## config.mk

```make
export PLATFORM = sky130hd
export DESIGN_NAME = sprite_anim_renderer
export DESIGN_NICKNAME = d
export VERILOG_FILES = /design/src/rtl/sprite_anim_renderer.sv
export SDC_FILE = /design/constraint.sdc
export NUM_CORES = 1
export LEC_CHECK = 0
export ABC_AREA = 0
export BUFFER_PORTS_ARGS = -buffer_cell sky130_fd_sc_hd__buf_4
export CORE_AREA = 2 2 80 82
export CTS_BUF_LIST = sky130_fd_sc_hd__clkbuf_16
export DETAILED_ROUTE_END_ITERATION = 8
export DIE_AREA = 0 0 82 84
export PLACE_DENSITY = 0.76
export SETUP_SLACK_MARGIN = 0.1
export SYNTH_ARGS = -nofsm -noshare
export SYNTH_HDL_FRONTEND = slang
export SYNTH_SLANG_ARGS = --single-unit
```

## constraint.sdc

```tcl
create_clock -name vga_clk -period 2.9 [get_ports vga_clk]
set_clock_uncertainty 0.15 [all_clocks]
set_input_delay 0.435 -clock vga_clk [delete_from_list [all_inputs] [get_ports vga_clk]]
set_output_delay 0.435 -clock vga_clk [all_outputs]
set_load 0.1 [all_outputs]
```

## src/rtl/sprite_anim_renderer.sv

```systemverilog
// sprite_anim_renderer
// Animated, scaled sprite pixel generator for the VGA layer mux.
// The sprite is placed at a position that is latched once per frame. It is
// magnified by 2**SCALE_LOG2 and fetched from an external synchronous ROM.
// Animation frames advance every ANIM_DIV frame ticks, and a hit-flash FSM
// blinks the sprite for FLASH_TICKS frame ticks.
// Pixel path latency: 2 vga_clk cycles from DrawX/DrawY to pix_on/pix_idx.
// Optional build macro SPRITE_HFLIP_EN adds a facing_left input. facing_left
// is latched with the position, and when set it mirrors the sprite horizontally.
module sprite_anim_renderer #(
    parameter int SPR_W       = 32,
    parameter int SPR_H       = 32,
    parameter int FRAMES      = 4,
    parameter int SCALE_LOG2  = 1,
    parameter int IDX_W       = 4,
    parameter int TRANS_IDX   = 0,
    parameter int ANIM_DIV    = 8,
    parameter int FLASH_TICKS = 30,
    parameter int ADDR_W      = $clog2(SPR_W * SPR_H * FRAMES)
) (
    input  logic              vga_clk,
    input  logic              Reset,
    input  logic [9:0]        DrawX,
    input  logic [9:0]        DrawY,
    input  logic              blank,
    input  logic              frame_tick,
    input  logic [9:0]        sprite_x,
    input  logic [9:0]        sprite_y,
    input  logic              anim_en,
    input  logic              hit,
`ifdef SPRITE_HFLIP_EN
    input  logic              facing_left,
`endif
    output logic [ADDR_W-1:0] rom_addr,
    input  logic [IDX_W-1:0]  rom_q,
    output logic              pix_on,
    output logic [IDX_W-1:0]  pix_idx,
    output logic              flashing
);

    localparam int LX_W       = $clog2(SPR_W);
    localparam int LY_W       = $clog2(SPR_H);
    localparam int FRM_W      = (FRAMES > 1) ? $clog2(FRAMES) : 1;
    localparam int DIV_W      = (ANIM_DIV > 1) ? $clog2(ANIM_DIV) : 1;
    localparam int FL_W       = (FLASH_TICKS > 1) ? $clog2(FLASH_TICKS) : 1;
    localparam int BOX_W      = SPR_W << SCALE_LOG2;
    localparam int BOX_H      = SPR_H << SCALE_LOG2;
    localparam int FRAME_SIZE = SPR_W * SPR_H;

    typedef enum logic {
        NORMAL = 1'b0,
        FLASH  = 1'b1
    } state_t;

    // Latched per-frame placement
    logic [9:0]       px_reg;
    logic [9:0]       py_reg;
`ifdef SPRITE_HFLIP_EN
    logic             flip_reg;
`endif

    // Animation state
    logic [FRM_W-1:0] frame_reg;
    logic [DIV_W-1:0] div_cnt_reg;

    // Hit-flash state
    state_t           state_reg;
    logic [FL_W-1:0]  flash_cnt_reg;
    logic             flashing_reg;

    // Pipeline registers
    logic             in_box_d_reg;
    logic             blank_d_reg;
    logic             vis_d_reg;
    logic             pix_on_reg;
    logic [IDX_W-1:0] pix_idx_reg;

    // Stage 0 combinational signals
    logic [9:0]       dx;
    logic [9:0]       dy;
    logic [10:0]      x_end;
    logic [10:0]      y_end;
    logic             in_box;
    logic [LX_W-1:0]  lx_raw;
    logic [LX_W-1:0]  lx;
    logic [LY_W-1:0]  ly;
    logic             vis;
    logic             opaque;

    // Box bounds are computed in 11 bits so that a sprite overhanging the right
    // or bottom screen edge does not wrap back to column/row 0.
    assign x_end  = {1'b0, px_reg} + 11'(BOX_W);
    assign y_end  = {1'b0, py_reg} + 11'(BOX_H);
    assign dx     = DrawX - px_reg;
    assign dy     = DrawY - py_reg;
    assign in_box = (DrawX >= px_reg) && ({1'b0, DrawX} < x_end) &&
                    (DrawY >= py_reg) && ({1'b0, DrawY} < y_end);
    assign lx_raw = LX_W'(dx >> SCALE_LOG2);
    assign ly     = LY_W'(dy >> SCALE_LOG2);

`ifdef SPRITE_HFLIP_EN
    // SPR_W is a power of two, so SPR_W-1-lx is the bitwise complement of lx
    assign lx = flip_reg ? ~lx_raw : lx_raw;
`else
    assign lx = lx_raw;
`endif

    // ROM address: the frame base plus the row-major offset inside the frame
    assign rom_addr = in_box ? ADDR_W'(32'(frame_reg) * 32'(FRAME_SIZE)
                                     + 32'(ly) * 32'(SPR_W) + 32'(lx))
                             : '0;

    // Visibility: during a flash, the sprite is hidden on odd tick counts
    assign vis    = (state_reg == NORMAL) ? 1'b1 : ~flash_cnt_reg[0];
    assign opaque = in_box_d_reg & blank_d_reg & vis_d_reg &
                    (rom_q != IDX_W'(TRANS_IDX));

    // Position latch: sampled only on frame_tick so that a frame never tears
    always_ff @(posedge vga_clk) begin
        if (Reset) begin
            px_reg   <= '0;
            py_reg   <= '0;
`ifdef SPRITE_HFLIP_EN
            flip_reg <= 1'b0;
`endif
        end else if (frame_tick) begin
            px_reg   <= sprite_x;
            py_reg   <= sprite_y;
`ifdef SPRITE_HFLIP_EN
            flip_reg <= facing_left;
`endif
        end
    end

    // Animation divider and frame counter, advanced on enabled frame ticks
    always_ff @(posedge vga_clk) begin
        if (Reset) begin
            div_cnt_reg <= '0;
            frame_reg   <= '0;
        end else if (frame_tick && anim_en) begin
            if (div_cnt_reg == DIV_W'(ANIM_DIV - 1)) begin
                div_cnt_reg <= '0;
                frame_reg   <= (frame_reg == FRM_W'(FRAMES - 1)) ? '0 : frame_reg + 1'b1;
            end else begin
                div_cnt_reg <= div_cnt_reg + 1'b1;
            end
        end
    end

    // Hit-flash FSM. A hit always (re)starts the flash, even on a frame_tick cycle.
    always_ff @(posedge vga_clk) begin
        if (Reset) begin
            state_reg     <= NORMAL;
            flash_cnt_reg <= '0;
            flashing_reg  <= 1'b0;
        end else if (hit) begin
            state_reg     <= FLASH;
            flash_cnt_reg <= '0;
            flashing_reg  <= 1'b1;
        end else begin
            case (state_reg)
                NORMAL: begin
                    flashing_reg <= 1'b0;
                end
                FLASH: begin
                    if (frame_tick) begin
                        if (flash_cnt_reg == FL_W'(FLASH_TICKS - 1)) begin
                            state_reg     <= NORMAL;
                            flash_cnt_reg <= '0;
                            flashing_reg  <= 1'b0;
                        end else begin
                            flash_cnt_reg <= flash_cnt_reg + 1'b1;
                        end
                    end
                end
                default: begin
                    state_reg    <= NORMAL;
                    flashing_reg <= 1'b0;
                end
            endcase
        end
    end

    // Stage 1 delays the box/blank/visibility qualifiers to line up with rom_q,
    // and the output register forms the final pixel.
    always_ff @(posedge vga_clk) begin
        if (Reset) begin
            in_box_d_reg <= 1'b0;
            blank_d_reg  <= 1'b0;
            vis_d_reg    <= 1'b0;
            pix_on_reg   <= 1'b0;
            pix_idx_reg  <= '0;
        end else begin
            in_box_d_reg <= in_box;
            blank_d_reg  <= blank;
            vis_d_reg    <= vis;
            pix_on_reg   <= opaque;
            pix_idx_reg  <= opaque ? rom_q : '0;
        end
    end

    assign pix_on   = pix_on_reg;
    assign pix_idx  = pix_idx_reg;
    assign flashing = flashing_reg;

endmodule

```

==> impl_metrics.yaml <==
status:
  outcome: "finished with violations"
  violations: "negative setup slack"
place:
  dpl_cell_area_sq_um: 3536
  place_congestion: 0.8502
  io_buffers: 67
  hpwl_um: 4878
  place_ws_ns: -0.1331
sta:
  final.setup.tns_ns: -2.486
  slew_headroom: 0.7121
  tightest_slew_ns: 0.4318
  rsz0062_at_grt: "true"
  finalWorstSetupSlack_ns: -0.2630
  hold_viol: 0
  timing_max_transition_violations_final: 0
  layout_min_cycle_time_ns: 3.163
  max_freq_ghz: 0.3162
  timing.final.crit_share: 1.091
  setup_viol: 12
clocking:
  clock-sinks: 40
  numCtsBuffers: 5
  cts.clk_slew.worst_paths_ns: 0.06
  cts_tree: "yes"
  clockBufferDepth: 2
  root_buffer: "clkbuf_16"
  clk_latency_ns: 0.28
  htreeDepth: 2
finish:
  nNetsFinal: 466
  finalInstanceArea_sq_um: 4091
  final_common_cell: "buf_4"
  layout-drive-gt1-share: 0.4211
  layout_common_cells: "82 x buf_4, 33 x nor2_1, 32 x dfxtp_1, 26 x ha_1, 25 x inv_1"
  fill_cells: 465
  syn2layout_area_growth_pct: 57.29
  final_core_util: 0.6712
  diodes: 0
worst_setup_path:
  worstPathRequired_ns: 2.32
  crit_type: "reg -> out"
  start_kind: "flop"
  endpoint_kind: "output port"
  crit_arrival_ns: 2.58
  rrSetupSlack_ns: 0.58
  path_max_fanout: 9
detailed_routing:
  route.detailed.drc: 0
  drt.antenna.violating_nets: 0
  drt_wl_total_um: 6769
  vias_per_cell: 5.094
  wl_per_cell_um: 14.81
  via_count: 2328
  first_pass_iters: 4
  drtIter0Drc: 74
global_route:
  grt_pass1_vias: 2379
  antenna_found_initial: 0
  track_usage: 0.1989
  grt_pass1_wl_um: 10740
  overflow: 0
  grt_max_degree: 32
pwr:
  power.leakage_nw: 1.792
  cellInternalPower_mw: 1.252
  comb_power_share: 0.319
  switchingPower_mw: 0.5546
  pwr-share-seq: 0.326
  fin_total_pwr_mw: 1.806
  switching_share: 0.3071
  peakVddDrop_v: 0.0002831
  pwr-share-clk: 0.355
  powerDensity_nw_per_um2: 441.4
synth:
  syn-num-nets: 370
  ys.warnings.count: 0
  synth_ff_type: "dfxtp_1"
  ys_ff_latch: 40
  synth_area_sq_um: 2601
  synth-seq-area-share: 0.3078
  async_flop_share: 0
  ys_types: 48
  avgSynthCellArea_sq_um: 9.192
  netlist_instances: 283
  synth_edf_count: 0
die:
  io_pins: 68
  die_y_um: 84
  dieWidth_um: 82
  fp.dieArea_sq_um: 6888
  placementRows: 29
  initial_core_util: 0.4267
  coreArea_sq_um: 6096
min_path:
  hp-class: "in -> reg"
job:
  cap_violations: 0
==> synth_stat cells, types with 2 or more instances <==
library cell   n  area share
nor3b_2        4       0.019
fa_1           2       0.015
a211oi_1       2      0.0058
o21ai_0        3      0.0058
inv_1         26       0.038
dfxtp_1       40        0.31
nand4_1        4      0.0096
nand3_1       12       0.023
nor3_1         5      0.0096
nand2_1        9       0.013
and2_1         5       0.012
a211o_1        3       0.010
clkbuf_1       4      0.0058
a21oi_1       18       0.035
nor2b_1        4      0.0096
xnor2_1        9       0.030
mux2i_1       21       0.081
ha_1          35        0.17
nor3_2         6       0.023
a21o_1         3      0.0087
xor2_1         6       0.020
o21a_1         2      0.0058
buf_2          2      0.0038
a31oi_1        2      0.0048
nor2_1        33       0.048
==> critical path: stages (launching register included) <==
cell and delay, ns:
dfxtp_4 0.36, ha_4 0.17, xnor2_2 0.15, ha_2 0.31, nand3_2 0.10, a21oi_4 0.07, a311oi_4 0.31, nand4_4 0.18
buf_12 0.20, nor3b_4 0.24, buf_12 0.21
==> final cells by class <==
class	count	area [sq um]	area share
clock buffer	5	125.1	0.03058
clock inverter	3	47.55	0.01162
inverter	26	97.59	0.02385
multi-input combinational	208	1986	0.4853
sequential	40	820.8	0.2006
tap	77	96.34	0.02355
timing repair buffer	98	918.4	0.2245
==> final timing paths <==
| check | startpoint | end | cells past startpoint |
|---|---|---|---|
| max | py_reg[6] | rom_addr[10] | 10 |
| min | rom_q[1] | pix_idx[1] | 2 |
| max reg2reg | py_reg[6] | in_box_d_reg | 10 |
| min reg2reg | div_cnt_reg[1] | div_cnt_reg[1] | 2 |
==> power by group through the flow <==
stage / Combinational, mW / Clock (mW) / Sequential [mW]
floorplan: 0.316 / 0 / 0.605
global placement: 0.490 / 0 / 0.598
detailed placement: 0.504 / 0 / 0.599
CTS: 0.547 / 0.650 / 0.588
global route: 0.622 / 0.677 / 0.591
finish: 0.577 / 0.641 / 0.588
==> metrics by stage <==
step | std cells | hold slack, ns
6_report | 457 | 0.2080
4_1_cts | 456 | 0.2073
5_1_grt | 457 | 0.2156
3_3_place_gp | 444 | 0.2983
3_5_place_dp | 444 | 0.3048
2_1_floorplan | 283 | 0.2771
==> per-layer routing <==
layer  global-route usage  wire length, um  vias to the layer above
li1                     -                -                     1185
met1               0.2446             2912                     1097
met2               0.3555             3578                       37
met3              0.02814              160                        9
met4              0.05000              117                        0
met5                    0                0                        -
==> timing repair <==
action                                  in CTS  in global routing
gates resized for setup                     49                 19
setup buffers                                4                  1
hold buffers                                 0                  0
endpoints found under the setup margin      12                 12
pin swaps                                    7                  8
==> cells by family (layout without fill, tap and decap cells) <==
group,after synthesis,after routing,share of synthesized area
adders and majority gates,37,37,0.1837
buffers and inverters,35,132,0.05579
xor gates and xnor gates,15,15,0.05051
AOI/OAI and AO/OA,46,46,0.1284
DFF,40,40,0.3078
and+or+nand+nor,89,89,0.1929
muxes,21,21,0.08081
Power figures use the tool's default switching activity.
